===== src/rtl/wb_uart_lite_if.sv =====
// Wishbone classic slave bus bundle for wb_uart_lite.
//   master: drives stb/cyc/we/sel/adr/dat_i, receives ack/dat_o
//   slave : the UART side of the same signals
interface wb_uart_lite_if;
  logic        wbs_stb_i;
  logic        wbs_cyc_i;
  logic        wbs_we_i;
  logic [3:0]  wbs_sel_i;
  logic [31:0] wbs_dat_i;
  logic [31:0] wbs_adr_i;
  logic        wbs_ack_o;
  logic [31:0] wbs_dat_o;

  modport master (output wbs_stb_i, wbs_cyc_i, wbs_we_i, wbs_sel_i, wbs_dat_i, wbs_adr_i,
                  input  wbs_ack_o, wbs_dat_o);
  modport slave  (input  wbs_stb_i, wbs_cyc_i, wbs_we_i, wbs_sel_i, wbs_dat_i, wbs_adr_i,
                  output wbs_ack_o, wbs_dat_o);
endinterface


===== src/rtl/wb_uart_lite.sv =====
// Minimal Wishbone UART: TX FIFO + 8N1 transmitter, optional 8N1 receiver.
// Build option: define UART_RX_EN to include the receiver; without it
// uart_rx_i is ignored, RXDATA/STATUS[4:2] read 0 and irq_o stays 0.
// Ports:
//   clk_i, rstn_i  clock, async active-low reset
//   wbs            Wishbone classic slave (wb_uart_lite_if.slave)
//   uart_tx_o      serial out (idle high)
//   uart_rx_i      serial in
//   irq_o          level interrupt: rx_valid | rx_overrun | rx_frame_err
// Registers (adr[3:2]): 0 TXDATA(wo) 1 RXDATA 2 STATUS 3 DIV (bit time = DIV+1 clocks)
module wb_uart_lite #(
  parameter logic [15:0] DIV_RESET     = 16'd433,
  parameter int          TX_FIFO_DEPTH = 4
) (
  input  logic           clk_i,
  input  logic           rstn_i,
  wb_uart_lite_if.slave  wbs,
  output logic           uart_tx_o,
  input  logic           uart_rx_i,
  output logic           irq_o
);
  localparam int AW = $clog2(TX_FIFO_DEPTH);
  localparam logic [1:0] S_IDLE = 2'd0, S_START = 2'd1, S_DATA = 2'd2, S_STOP = 2'd3;

  // ---------------- bus decode ----------------
  logic        ack_q, ack_d;
  logic [31:0] dat_q, dat_d, rdata;
  logic        req, wr, rd;
  logic [1:0]  adr;
  assign req = wbs.wbs_stb_i & wbs.wbs_cyc_i & ~ack_q;
  assign wr  = req & wbs.wbs_we_i;
  assign rd  = req & ~wbs.wbs_we_i;
  assign adr = wbs.wbs_adr_i[3:2];

  logic [15:0] div_q, div_d;
  always_comb begin
    div_d = div_q;
    if (wr && adr == 2'd3) begin
      if (wbs.wbs_sel_i[0]) div_d[7:0]  = wbs.wbs_dat_i[7:0];
      if (wbs.wbs_sel_i[1]) div_d[15:8] = wbs.wbs_dat_i[15:8];
    end
  end

  // ---------------- TX FIFO ----------------
  logic [7:0]  fifo_q [TX_FIFO_DEPTH];
  logic [7:0]  fifo_d [TX_FIFO_DEPTH];
  logic [AW-1:0] wp_q, wp_d, rp_q, rp_d;
  logic [AW:0]   cnt_q, cnt_d;
  logic tx_full, fifo_empty, push, pop;
  assign tx_full    = (cnt_q == (AW+1)'(TX_FIFO_DEPTH));
  assign fifo_empty = (cnt_q == '0);
  // A full FIFO still accepts a push when the transmitter pops the same cycle.
  assign push = wr && adr == 2'd0 && wbs.wbs_sel_i[0] && (!tx_full || pop);

  always_comb begin
    fifo_d = fifo_q;
    if (push) fifo_d[wp_q] = wbs.wbs_dat_i[7:0];
    wp_d  = push ? wp_q + 1'b1 : wp_q;
    rp_d  = pop  ? rp_q + 1'b1 : rp_q;
    cnt_d = cnt_q + (AW+1)'(push) - (AW+1)'(pop);
  end

  // ---------------- TX FSM ----------------
  logic [1:0]  tx_st_q, tx_st_d;
  logic [15:0] tx_cnt_q, tx_cnt_d;
  logic [2:0]  tx_bit_q, tx_bit_d;
  logic [7:0]  tx_sh_q, tx_sh_d;
  logic        txd_q, txd_d, tx_tick;
  assign tx_tick = (tx_cnt_q == '0);

  // Bit counter reloads from div_q only at bit boundaries, so a DIV write
  // never stretches or truncates the bit currently on the wire.
  always_comb begin
    tx_st_d  = tx_st_q;
    tx_cnt_d = tx_cnt_q;
    tx_bit_d = tx_bit_q;
    tx_sh_d  = tx_sh_q;
    txd_d    = txd_q;
    pop      = 1'b0;
    if (tx_st_q != S_IDLE && !tx_tick) tx_cnt_d = tx_cnt_q - 16'd1;
    case (tx_st_q)
      S_IDLE: if (!fifo_empty) begin
        pop = 1'b1; tx_sh_d = fifo_q[rp_q]; tx_st_d = S_START; tx_cnt_d = div_q; txd_d = 1'b0;
      end
      S_START: if (tx_tick) begin
        tx_st_d = S_DATA; tx_cnt_d = div_q; tx_bit_d = '0; txd_d = tx_sh_q[0];
      end
      S_DATA: if (tx_tick) begin
        tx_cnt_d = div_q;
        if (tx_bit_q == 3'd7) begin
          tx_st_d = S_STOP; txd_d = 1'b1;
        end else begin
          tx_bit_d = tx_bit_q + 3'd1; tx_sh_d = tx_sh_q >> 1; txd_d = tx_sh_q[1];
        end
      end
      default: if (tx_tick) begin
        if (!fifo_empty) begin
          pop = 1'b1; tx_sh_d = fifo_q[rp_q]; tx_st_d = S_START; tx_cnt_d = div_q; txd_d = 1'b0;
        end else begin
          tx_st_d = S_IDLE; txd_d = 1'b1;
        end
      end
    endcase
  end

  // ---------------- RX ----------------
  logic       rx_valid, rx_ovr, rx_fe;
  logic [7:0] rx_data;
`ifdef UART_RX_EN
  logic       rx_s1_q, rx_s2_q, rx_prev_q;
  logic [1:0] rx_st_q, rx_st_d;
  logic [15:0] rx_cnt_q, rx_cnt_d, half;
  logic [16:0] div_p1;
  logic [2:0] rx_bit_q, rx_bit_d;
  logic [7:0] rx_sh_q, rx_sh_d, rx_data_q, rx_data_d;
  logic rx_valid_q, rx_valid_d, rx_ovr_q, rx_ovr_d, rx_fe_q, rx_fe_d;
  logic rx_tick, load, ovr_set, fe_set, rd_rx, clr_ovr, clr_fe;

  assign div_p1  = {1'b0, div_q} + 17'd1;
  assign half    = div_p1[16:1];
  assign rx_tick = (rx_cnt_q == '0);
  assign rd_rx   = rd && adr == 2'd1;
  assign clr_ovr = wr && adr == 2'd2 && wbs.wbs_sel_i[0] && wbs.wbs_dat_i[3];
  assign clr_fe  = wr && adr == 2'd2 && wbs.wbs_sel_i[0] && wbs.wbs_dat_i[4];

  always_comb begin
    rx_st_d  = rx_st_q;
    rx_cnt_d = rx_cnt_q;
    rx_bit_d = rx_bit_q;
    rx_sh_d  = rx_sh_q;
    load = 1'b0; ovr_set = 1'b0; fe_set = 1'b0;
    if (rx_st_q != S_IDLE && !rx_tick) rx_cnt_d = rx_cnt_q - 16'd1;
    case (rx_st_q)
      S_IDLE: if (rx_prev_q && !rx_s2_q) begin
        rx_st_d = S_START; rx_cnt_d = half;
      end
      // Mid-start-bit check: a line already back high was a glitch.
      S_START: if (rx_tick) begin
        if (rx_s2_q) rx_st_d = S_IDLE;
        else begin rx_st_d = S_DATA; rx_cnt_d = div_q; rx_bit_d = '0; end
      end
      S_DATA: if (rx_tick) begin
        rx_sh_d = {rx_s2_q, rx_sh_q[7:1]}; rx_cnt_d = div_q;
        if (rx_bit_q == 3'd7) rx_st_d = S_STOP;
        else rx_bit_d = rx_bit_q + 3'd1;
      end
      default: if (rx_tick) begin
        rx_st_d = S_IDLE;
        if (!rx_s2_q)       fe_set  = 1'b1;
        else if (rx_valid_q) ovr_set = 1'b1;
        else                load    = 1'b1;
      end
    endcase
    // Sets win over same-cycle clears.
    rx_data_d  = load ? rx_sh_q : rx_data_q;
    rx_valid_d = (rx_valid_q & ~rd_rx) | load;
    rx_ovr_d   = (rx_ovr_q & ~clr_ovr) | ovr_set;
    rx_fe_d    = (rx_fe_q & ~clr_fe) | fe_set;
  end

  always_ff @(posedge clk_i or negedge rstn_i) begin
    if (!rstn_i) begin
      rx_s1_q <= 1'b1; rx_s2_q <= 1'b1; rx_prev_q <= 1'b1;
      rx_st_q <= S_IDLE; rx_cnt_q <= '0; rx_bit_q <= '0; rx_sh_q <= '0; rx_data_q <= '0;
      rx_valid_q <= 1'b0; rx_ovr_q <= 1'b0; rx_fe_q <= 1'b0;
    end else begin
      rx_s1_q <= uart_rx_i; rx_s2_q <= rx_s1_q; rx_prev_q <= rx_s2_q;
      rx_st_q <= rx_st_d; rx_cnt_q <= rx_cnt_d; rx_bit_q <= rx_bit_d; rx_sh_q <= rx_sh_d;
      rx_data_q <= rx_data_d;
      rx_valid_q <= rx_valid_d; rx_ovr_q <= rx_ovr_d; rx_fe_q <= rx_fe_d;
    end
  end
  assign rx_valid = rx_valid_q;
  assign rx_ovr   = rx_ovr_q;
  assign rx_fe    = rx_fe_q;
  assign rx_data  = rx_data_q;
`else
  assign rx_valid = 1'b0;
  assign rx_ovr   = 1'b0;
  assign rx_fe    = 1'b0;
  assign rx_data  = '0;
`endif

  // ---------------- read mux / outputs ----------------
  logic irq_q, irq_d, tx_empty;
  assign tx_empty = fifo_empty && tx_st_q == S_IDLE;

  always_comb begin
    case (adr)
      2'd1:    rdata = {24'd0, rx_data};
      2'd2:    rdata = {27'd0, rx_fe, rx_ovr, rx_valid, tx_empty, tx_full};
      2'd3:    rdata = {16'd0, div_q};
      default: rdata = '0;
    endcase
    ack_d = req;
    dat_d = rd ? rdata : 32'd0;
    irq_d = rx_valid | rx_ovr | rx_fe;
  end

  always_ff @(posedge clk_i or negedge rstn_i) begin
    if (!rstn_i) begin
      ack_q <= 1'b0; dat_q <= '0; irq_q <= 1'b0; div_q <= DIV_RESET;
      for (int i = 0; i < TX_FIFO_DEPTH; i++) fifo_q[i] <= '0;
      wp_q <= '0; rp_q <= '0; cnt_q <= '0;
      tx_st_q <= S_IDLE; tx_cnt_q <= '0; tx_bit_q <= '0; tx_sh_q <= '0; txd_q <= 1'b1;
    end else begin
      ack_q <= ack_d; dat_q <= dat_d; irq_q <= irq_d; div_q <= div_d;
      fifo_q <= fifo_d;
      wp_q <= wp_d; rp_q <= rp_d; cnt_q <= cnt_d;
      tx_st_q <= tx_st_d; tx_cnt_q <= tx_cnt_d; tx_bit_q <= tx_bit_d; tx_sh_q <= tx_sh_d; txd_q <= txd_d;
    end
  end

  assign wbs.wbs_ack_o = ack_q;
  assign wbs.wbs_dat_o = dat_q;
  assign uart_tx_o     = txd_q;
  assign irq_o         = irq_q;
endmodule


===== src/flat_wrapper.sv =====
// flat-port wrapper written by rule: the top's interface ports become plain ports
module wb_uart_lite_flat 
#(
  parameter logic [15:0] DIV_RESET     = 16'd433,
  parameter int          TX_FIFO_DEPTH = 4
)
  (clk_i, rstn_i, uart_tx_o, uart_rx_i, irq_o, wbs_wbs_stb_i, wbs_wbs_cyc_i, wbs_wbs_we_i, wbs_wbs_sel_i, wbs_wbs_dat_i, wbs_wbs_adr_i, wbs_wbs_ack_o, wbs_wbs_dat_o);
  wb_uart_lite_if wbs_i ();
  input  logic clk_i;
  input  logic rstn_i;
  output logic uart_tx_o;
  input  logic uart_rx_i;
  output logic irq_o;
  input wire logic [$bits(wbs_i.wbs_stb_i)-1:0] wbs_wbs_stb_i;
  input wire logic [$bits(wbs_i.wbs_cyc_i)-1:0] wbs_wbs_cyc_i;
  input wire logic [$bits(wbs_i.wbs_we_i)-1:0] wbs_wbs_we_i;
  input wire logic [$bits(wbs_i.wbs_sel_i)-1:0] wbs_wbs_sel_i;
  input wire logic [$bits(wbs_i.wbs_dat_i)-1:0] wbs_wbs_dat_i;
  input wire logic [$bits(wbs_i.wbs_adr_i)-1:0] wbs_wbs_adr_i;
  output wire logic [$bits(wbs_i.wbs_ack_o)-1:0] wbs_wbs_ack_o;
  output wire logic [$bits(wbs_i.wbs_dat_o)-1:0] wbs_wbs_dat_o;
  assign wbs_i.wbs_stb_i = wbs_wbs_stb_i;
  assign wbs_i.wbs_cyc_i = wbs_wbs_cyc_i;
  assign wbs_i.wbs_we_i = wbs_wbs_we_i;
  assign wbs_i.wbs_sel_i = wbs_wbs_sel_i;
  assign wbs_i.wbs_dat_i = wbs_wbs_dat_i;
  assign wbs_i.wbs_adr_i = wbs_wbs_adr_i;
  assign wbs_wbs_ack_o = wbs_i.wbs_ack_o;
  assign wbs_wbs_dat_o = wbs_i.wbs_dat_o;
  wb_uart_lite #(.DIV_RESET(DIV_RESET), .TX_FIFO_DEPTH(TX_FIFO_DEPTH)) u_core (.clk_i(clk_i), .rstn_i(rstn_i), .wbs(wbs_i), .uart_tx_o(uart_tx_o), .uart_rx_i(uart_rx_i), .irq_o(irq_o));
endmodule

===== config.mk =====
export PLATFORM = sky130hd
export DESIGN_NAME = wb_uart_lite_flat
export DESIGN_NICKNAME = d
export VERILOG_FILES = /design/src/rtl/wb_uart_lite_if.sv /design/src/rtl/wb_uart_lite.sv /design/src/flat_wrapper.sv
export SDC_FILE = /design/constraint.sdc
export NUM_CORES = 1
export LEC_CHECK = 0
export CORE_MARGIN = 2
export CORE_UTILIZATION = 29
export DETAILED_ROUTE_END_ITERATION = 8
export SYNTH_ARGS = -nofsm -noshare
export SYNTH_HDL_FRONTEND = slang
export SYNTH_SLANG_ARGS = --single-unit

===== constraint.sdc =====
create_clock -name clk_i -period 9.3 [get_ports clk_i]
set_clock_uncertainty 0.1 [all_clocks]
set_input_delay 1.86 -clock clk_i [delete_from_list [all_inputs] [get_ports clk_i]]
set_output_delay 1.86 -clock clk_i [all_outputs]
set_load 0.1 [all_outputs]

## Yosys cells after proc, flatten, opt, wreduce, memory -nomap -nowiden

Index checks and enable logic that the tools add are counted.

- Order comparisons: 3
- Equal/unequal tests: 11
- Reductions and logical operators: 24
- Mux-type cells: 39
- Add/sub/neg operators: 6
- Bitwise logic cells: 9

Operators with widths:

| cell | number |
|---|---|
| 2-to-1 mux 16 bit | 5 |
| one-hot mux 16 bit (2 select lines) | 2 |
| 2-to-1 mux 8 bit | 7 |
| bitwise mux 32 bit | 1 |
| one-hot mux 8 bit (3 select lines) | 1 |
| binary-select mux 8 bit (select 2 bit) | 1 |
| demux 8 bit (select 2 bit) | 1 |
| zero test 16 bit | 1 |
| subtractor 16 x 1 -> 16 bit, second input constant | 1 |
| AND reduction 4 bit | 3 |
| 2-to-1 mux 2 bit | 5 |
| 2-to-1 mux 1 bit | 9 |
| 2-to-1 mux 3 bit | 3 |
| logical AND 1 bit | 7 |
| == test 2 bit, second input constant | 3 |
| == test 3 bit, second input constant | 2 |
| greater-or-equal comparator 3 bit, second input constant | 2 |
| inequality test 2 x 1 -> 1 bit, second input constant | 3 |
| NOT 2 -> 3 bit | 2 |
| one-hot mux 2 bit (3 select lines) | 1 |
| one-hot mux 3 bit (2 select lines) | 1 |
| nonzero test 2 bit | 3 |
| AND reduction 5 bit | 1 |
| adder 2 x 1 -> 2 bit, second input constant | 2 |
| 16 further kinds | 25 |

- Bits in registers: 118
- Logic and storage cells: 108

## Longest topological paths before layout

Gate-level depths: netlist of the first run.

- Depth in word-level cells: 8
- Mapped depth: 13

## Least setup slack after synthesis of the first run

Ideal clock, no wire load.

- Path type: input port to flip-flop
- Start: in wbs_wbs_stb_i
- End: reg u_core.cnt_q[2]
- Arrival: 3467 ps
- Setup time: 126 ps
- Path buffers: 0
- Stages on the path: 9
- Slack: 5607 ps
- Required time: 9074 ps
- Cells stage by stage: nand2_1 nor2_1 nand4_1 a31oi_4 ha_1 inv_1 fa_1 xnor2_1 xnor2_1

- Longest elaborated chain between the ends: 8

RTL lines:

| element | RTL line | RTL |
|---|---|---|
| start, declared | flat_wrapper.sv:14 | `input wire logic [$bits(wbs_i.wbs_stb_i)-1:0] wbs_wbs_stb_i;` |
| AND 1 bit (2 in series) | wb_uart_lite.sv:30 | `assign req = wbs.wbs_stb_i & wbs.wbs_cyc_i & ~ack_q;` |
| named net u_core.ack_d | wb_uart_lite.sv:26 | `logic ack_q, ack_d;` |
| AND 1 bit | wb_uart_lite.sv:31 | `assign wr = req & wbs.wbs_we_i;` |
| logical AND 1 bit (3 in series) | wb_uart_lite.sv:53 | `assign push = wr && adr == 2'd0 && wbs.wbs_sel_i[0] && (!tx_full \|\| pop);` |
| named net u_core.push | wb_uart_lite.sv:49 | `logic tx_full, fifo_empty, push, pop;` |
| adder 3 x 1 -> 3 bit | wb_uart_lite.sv:60 | `cnt_d = cnt_q + (AW+1)'(push) - (AW+1)'(pop);` |
| subtractor 3 x 1 -> 3 bit | wb_uart_lite.sv:60 |  |
| named net u_core.cnt_d[2] | wb_uart_lite.sv:48 | `logic [AW:0] cnt_q, cnt_d;` |
| end signal, assigned | wb_uart_lite.sv:209 | `wp_q <= wp_d; rp_q <= rp_d; cnt_q <= cnt_d;` |
| end, declared | wb_uart_lite.sv:48 |  |

The timed path passes the listed nets, and every way through them passes these cells.
A chain may end at the register's enable or synchronous reset.

## Worst setup path after layout of the first run

- Start: reg u_core.txd_q (netlist: u_core.uart_tx_o)
- End: out uart_tx_o

RTL lines:

| element | RTL line | RTL |
|---|---|---|
| start, declared | wb_uart_lite.sv:68 | `logic txd_q, txd_d, tx_tick;` |
| start signal, assigned | wb_uart_lite.sv:210 | `tx_st_q <= tx_st_d; tx_cnt_q <= tx_cnt_d; tx_bit_q <= tx_bit_d; tx_sh_q <= tx_sh_d; txd_q <= txd_d;` |
| end, declared | flat_wrapper.sv:11 | `output logic uart_tx_o;` |

No word-level cell between the ends.

==> summary.txt, run 1 <==
Critical path
  – Top delay family on crit path: buffers and inverters
  – CP max stage delay: approximately 1.1 ns
  – CP Launch Type: register
  – Crit-path cells: clkdlybuf4s50_1
  – CP endpoint kind: output port
  – CP Class: reg -> out
  – WP buf/inv: 1
  – Worst path arrival time: around 2 ns
  – Slowest stage cell, crit path: clkdlybuf4s50_1
  – Required time of the worst setup path: between 7 and 8 ns
  – Worst Path Max Fanout: 2

Clocking
  – Root buf cell: clkbuf_16
  – Clock latency on the worst-skew pair: 0.37 ns
  – CTS tree: yes
  – H-tree depth: 3
  – Clock sink total: between 100 and 150
  – Clock slew at reported path FFs: 0.08 ns
  – CTS Buffer Depth: 2
  – CTS Buf Count: 9
  – Hold-fix buffers, CTS: 0
  – Post-cts repair resize count: 0
  – Buffer count from post-CTS setup fixing: 0

Layout
  – Fillers: ~1800
  – Final #Nets: about 620
  – Footprint of the multi-input gates: 0.00270 mm²
  – Area grow syn2layout: 16.6%
  – Share of layout cells above drive strength 1: 20.8%
  – N_diodes: 0
  – Non-filler instance count after layout: about 770
  – Register Area: about 0.0026 mm²

Synth
  – YS warnings: 0
  – Synth Area per Inst: roughly 11 µm²
  – Synth cell types: 62
  – #FFs+latches synth: 102
  – Synth top area cells: dfrtp_1 44%, mux2_2 13%, nand2_1 3.5%
  – Top FF cell, synth: dfrtp_1
  – Post-synthesis cell count: between 400 and 500
  – Number of synthesized flops with an enable pin: 0
  – Cell taking the most area after synthesis: dfrtp_1
  – Sequential share of the synthesized area: a little under half
  – Top cells by count, synth: 96 x dfrtp_1, 64 x mux2_2, 51 x nand2_1, 26 x nor2_1, 18 x and2_1
  – Cell area after synthesis: approximately 0.0055 mm²
  – Ys async rst share: 100%
  – Top-count cell post-synth: dfrtp_1
  – Yosys top cell area share: 44.0%

Routing
  – Pre-Repair DR Iteration Count: 4
  – Detailed Route WL: between 10000 and 15000 µm
  – Drt drc: 0
  – Mean number of vias per cell: 5.14
  – Routed len/inst: around 17 µm
  – ANT nets after route: 0
  – Via Count: 3977
  – Drt first-iter violations: roughly 210

Die
  – Row cnt: 50
  – Core Area: between 0.015 and 0.02 mm²
  – Die area: between 0.015 and 0.02 mm²
  – Die X: 141 µm
  – Die height: ~140 µm
  – Initial Utilization: around 29%
  – I/O pin cnt: roughly 110

Placement
  – Port buffer count: 42
  – Cells after DPL: roughly 760
  – Placed wire-length estimate: 8820 µm
  – Routability cong.: around 0.91

GRT
  – Gr ovfl total: 0
  – Largest net degree at the start of global routing: between 70 and 80
  – Initial antenna violation count: 0
  – Tot GR Track Use: about 14%
  – First-pass GRT wire length: between 20000 and 25000 µm
  – Vias in the first global route: between 4000 and 5000

STA
  – Tcrit/Tclk final: a little over two fifths
  – Final min period: about 4 ns
  – Max Slew Vio Count: 0
  – Worst-margin pin slew: 1.07 ns
  – Final Hold Vio Count: 0
  – TNS Setup: 0 ns
  – Max Fclk: approximately 250 MHz
  – RSZ-0062 raised after global routing: false
  – # setup viols final: 0
  – Max-slew headroom: roughly 29%

Power and ir drop
  – Pwr Density: a little under 300 mW/mm²
  – P_int: approximately 1.1 mW
  – Seq pwr share: about 36%
  – Comb pwr share: approximately 43%
  – Switching share of total power: a little over two fifths
  – Leak: between 2 and 3 nW
  – Sw Pwr: slightly below 800 µW
  – Maximum vdd drop: ~0.13 mV
  – Clock Power Share: approximately a fifth

Outcome
  – Status: finished, final reports clean

Worst hold path
  – Hold WC Path Type: reg -> reg

Flow run
  – Max cap viols: 0
-- path summary, 6_finish.rpt --
check                      slack [ns]                      end  cells past startpoint                 start
hold reg to reg                  0.38     u_core.wbs.wbs_ack_o                      1  u_core.wbs.wbs_ack_o
hold / removal                   0.38     u_core.wbs.wbs_ack_o                      1  u_core.wbs.wbs_ack_o
setup / recovery                 5.28                uart_tx_o                      1      u_core.uart_tx_o
max in group asynchronous        6.51  u_core.wbs.wbs_dat_o[2]                      2                rstn_i
min in group asynchronous        1.30        u_core.fifo_q[10]                      1                rstn_i
setup reg to reg                 5.74          u_core.cnt_q[2]                     13    u_core.tx_cnt_q[0]
-- through the flow --
| stage | hold WS, ns | setup slack (ns) | util [%] | power (mW) | cell area, µm² |
|---|---|---|---|---|---|
| floorplan | 0.351 | 5.61 | - | 1.26 | 5510 |
| global placement | 0.359 | 5.01 | 32.6 | 1.41 | 6050 |
| detailed placement | 0.362 | 4.96 | 32.6 | 1.44 | 6050 |
| CTS | 0.379 | 5.25 | 34.2 | 1.84 | 6360 |
| global route | 0.401 | 5.14 | 34.2 | 1.96 | 6360 |
| finish | 0.382 | 5.28 | 34.2 | 1.83 | 6360 |
-- power groups by stage --
stage	Clock (mW)	Sequential (mW)	Combinational [mW]
after floorplan	0	0.629	0.627
after global placement	0	0.662	0.749
after detailed placement	0	0.669	0.774
after CTS	0.399	0.660	0.780
after global routing	0.414	0.679	0.870
final	0.388	0.661	0.784
-- sequential cells by signal, summed over array words and instances (netlist names), 3 cells and up --
signal	cells
u_core.tx_sh_q	8
u_core.div_q	16
u_core.fifo_q	32
u_core.wbs.wbs_dat_o	16
u_core.tx_bit_q	3
u_core.cnt_q	3
u_core.tx_cnt_q	16
-- placed cells by master (no fill, tap or decap), types with 5 or more instances in the layout --
cell / n
dfrtp_1: 96
mux2_2: 64
nand2_1: 51
clkdlybuf4s50_1: 41
nor2_1: 26
and2_1: 18
o21ai_0: 17
conb_1: 17
a21oi_1: 16
inv_1: 15
nor3_1: 13
ha_1: 13
nand3_1: 11
clkbuf_16: 9
nand4_1: 8
mux4_2: 8
xnor2_1: 7
or3_1: 6
dfstp_2: 6
nor4_1: 5
o31a_1: 5
xor2_1: 5
buf_4: 5
-- cell families (layout without fill, tap and decap cells) --
kind of cell | Yosys count | count (layout) | synth area share (%)
fa+ha+maj | 14 | 14 | 3.35
simple gates | 160 | 160 | 15.2
mux | 76 | 76 | 17.3
compound gates | 81 | 81 | 10.4
flops | 102 | 102 | 46.9
xor+xnor | 12 | 12 | 1.93
other cells | 1 | 17 | 0.0688
buf+inv | 53 | 77 | 4.84
-- layout make-up --
cell class | instances | area share (%)
Clock inverter | 7 | 1.30
Inverter | 15 | 0.885
Tap cell | 234 | 4.60
Clock buffer | 9 | 3.54
Multi-Input combinational cell | 360 | 42.4
Timing Repair Buffer | 46 | 7.04
Sequential cell | 102 | 40.3
-- metal layers --
metal / GRT usage (%) / wire length, µm / share of wire (%) / up-vias
met4: 6.42 / 304 / 2.4 / 0
met5: 0 / 0 / 0 / -
met1: 17.2 / 5770 / 45 / 2018
li1: - / - / - / 1834
met3: 2.62 / 585 / 4.5 / 18
met2: 23.1 / 6200 / 48 / 107
No activity file was read; power rests on OpenSTA's default activity.
==> inputs of run 2 (changes only) <==
- clock period: 9.3 -> 4.11 ns (I/O delays scaled with it)
==> run 2 against run 1 <==
Against the previous run: utilization rose by 0.20 points; first-iteration DRC count rose by 15%; sequential power rose by 130%; non-clock buffer count rose by 5; sequential cell count did not move; count of clock-buffer cells in the layout rose by 1; global-route usage fell by 0.45 points; register-to-register slack got worse by 5.2 ns; worst hold slack got worse by 0.010 ns; cell count rose by 0.65%; wire length rose by 0.78%; critical endpoint is now u_core.cnt_q[2].
==> summary.txt, run 2 (synthesized netlist as in run 1, its figures left out) <==
Outcome
  – Status: finished, final reports clean

Clocking
  – Clock sink total: a little over 100
  – Hold-fix buffers, CTS: 0
  – Clock latency on the worst-skew pair: approximately 0.36 ns
  – Clock slew at reported path FFs: 0.07 ns
  – CTS tree: yes
  – H-tree depth: 3
  – Root buf cell: clkbuf_16
  – CTS Buf Count: 9
  – Post-cts repair resize count: 0
  – CTS Buffer Depth: 2
  – Buffer count from post-CTS setup fixing: 0

Critical path
  – CP max stage delay: 0.51 ns
  – Worst path arrival time: roughly 3.7 ns
  – R2r endpoint: u_core.cnt_q[2]
  – Slowest stage cell, crit path: or3b_2
  – Worst Path Max Fanout: 6
  – CP Class: reg -> reg
  – Required time of the worst setup path: around 4.3 ns
  – CP Launch Type: register
  – Register-to-register path setup slack: roughly 0.52 ns
  – CP endpoint kind: register
  – Worst r2r path cells: 13
  – Crit-path cells: inv_1 > ha_1 > or3b_2 > nor4_4 > a31oi_1 > nor2_1 > ha_1 > inv_1 > ha_1 > inv_1 > fa_1 > xnor2_1 > xnor2_1
  – FF-to-FF Start: u_core.tx_cnt_q[0]

STA
  – TNS Setup: 0 ns
  – Max Slew Vio Count: 0
  – Tcrit/Tclk final: slightly below 90%
  – Final min period: between 3 and 4 ns
  – Max-slew headroom: around a third
  – Max Fclk: around 280 MHz
  – Worst-margin pin slew: 1.00 ns
  – Hold slack: between 0.3 and 0.4 ns
  – # setup viols final: 0
  – Final Hold Vio Count: 0
  – RSZ-0062 raised after global routing: false

Die
  – Core Area: 0.0186 mm²
  – Die area: between 0.015 and 0.02 mm²
  – Die height: about 140 µm
  – Initial Utilization: roughly 29%
  – I/O pin cnt: between 100 and 150
  – Die X: around 140 µm
  – Row cnt: 50

Layout
  – Commonest non-fill, non-tap cell in the layout: dfrtp_1
  – Footprint of the multi-input gates: ~0.0027 mm²
  – Final #Nets: between 600 and 700
  – Register Area: between 0.002 and 0.003 mm²
  – N_diodes: 0
  – Post-route design area: 0.00640 mm²
  – Most frequent cells in the layout: 96 x dfrtp_1, 64 x mux2_2, 51 x nand2_1
  – Max FFs per register: 32
  – Fillers: about 1800
  – Most flop-heavy register: u_core.fifo_q
  – Area grow syn2layout: 17.3%
  – Share of layout cells above drive strength 1: a little over a fifth

GRT
  – Tot GR Track Use: around an eighth
  – Largest net degree at the start of global routing: 64
  – Initial antenna violation count: 0
  – Gr ovfl total: 0
  – First-pass GRT wire length: ~21000 µm
  – Vias in the first global route: ~4000

Worst hold path
  – Hold Path End: u_core.wbs.wbs_ack_o
  – Hold Startpoint: u_core.wbs.wbs_ack_o
  – Hold Path Stages: 1
  – Hold WC Path Type: reg -> reg

Placement
  – Placed wire-length estimate: approximately 9100 µm
  – Routability cong.: between 0.8 and 0.9
  – Port buffer count: 42
  – Placed inst area: between 0.006 and 0.007 mm²

Routing
  – ANT nets after route: 0
  – Via Count: between 4000 and 5000
  – Pre-Repair DR Iteration Count: 5
  – Mean number of vias per cell: roughly 5.2
  – Detailed Route WL: between 10000 and 15000 µm
  – Drt first-iter violations: ~240
  – Drt drc: 0
  – Routed len/inst: approximately 17 µm

Flow run
  – Max cap viols: 0

Power and ir drop
  – Leak: just under 3 nW
  – Pwr Density: 657 mW/mm²
  – Maximum vdd drop: approximately 0.33 mV
-- run 2: changes by cell type in the layout (fill, tap and decap cells not counted) --
cell	before	now
inv_8	3	2
clkbuf_1	0	1
clkinv_8	2	0
buf_4	5	10
inv_6	1	2
bufinv_16	0	1
-- run 2: how the worst max path moves through the flow --
stage | start | endpoint | cells after the start | slack [ns]
floorplan | u_core.tx_cnt_q[0] | u_core.cnt_q[2] | 13 | 0.98
global placement | u_core.tx_cnt_q[0] | u_core.cnt_q[2] | 13 | 0.58
detailed placement | u_core.tx_cnt_q[0] | u_core.cnt_q[2] | 13 | 0.57
CTS | u_core.tx_cnt_q[0] | u_core.cnt_q[2] | 13 | 0.52
global route | u_core.tx_cnt_q[0] | u_core.cnt_q[2] | 13 | 0.36
finish | u_core.tx_cnt_q[0] | u_core.cnt_q[2] | 13 | 0.52
-- run 2: where the power goes --
group | leakage, nW | internal, mW | switching, mW
clock network | 0.148 | 0.486 | 0.413
logic | 1.42 | 0.729 | 1.07
registers | 1.34 | 1.23 | 0.270
total | 2.91 | 2.45 | 1.76
-- run 2: through the flow --
step	instances	power, mW	utilization [%]	setup WS [ns]
floorplan	515	2.84	-	0.979
global placement	762	3.22	32.8	0.584
detailed placement	762	3.29	32.8	0.568
CTS	778	4.20	34.4	0.518
global route	778	4.46	34.4	0.360
finish	778	4.20	34.4	0.524
-- run 2: cell type report --
class | instances | area share (%)
well taps | 234 | 4.58
clock inverters | 6 | 1.21
repair buffers | 51 | 7.59
multi-input cells | 360 | 42.1
inverters | 15 | 0.880
clock buffers | 10 | 3.58
flip-flops and latches | 102 | 40.0
-- run 2: critical path, delay by kind of cell, from the launching register on --
family	cells	cell delay, ns
AO/OA/AOI/OAI	1	0.27
XOR/XNOR	2	0.28
AND/OR/NAND/NOR	3	1.19
adder cells (fa/ha/maj)	4	1.02
buffers and inverters	3	0.18
flip-flops	1	0.44
-- run 2: layer usage --
| layer | global-route usage, % | part of all wire, % |
|---|---|---|
| met5 | 0 | 0 |
| met4 | 6.16 | 2.6 |
| met3 | 2.17 | 4.5 |
| met2 | 22.0 | 49 |
| met1 | 17.1 | 44 |
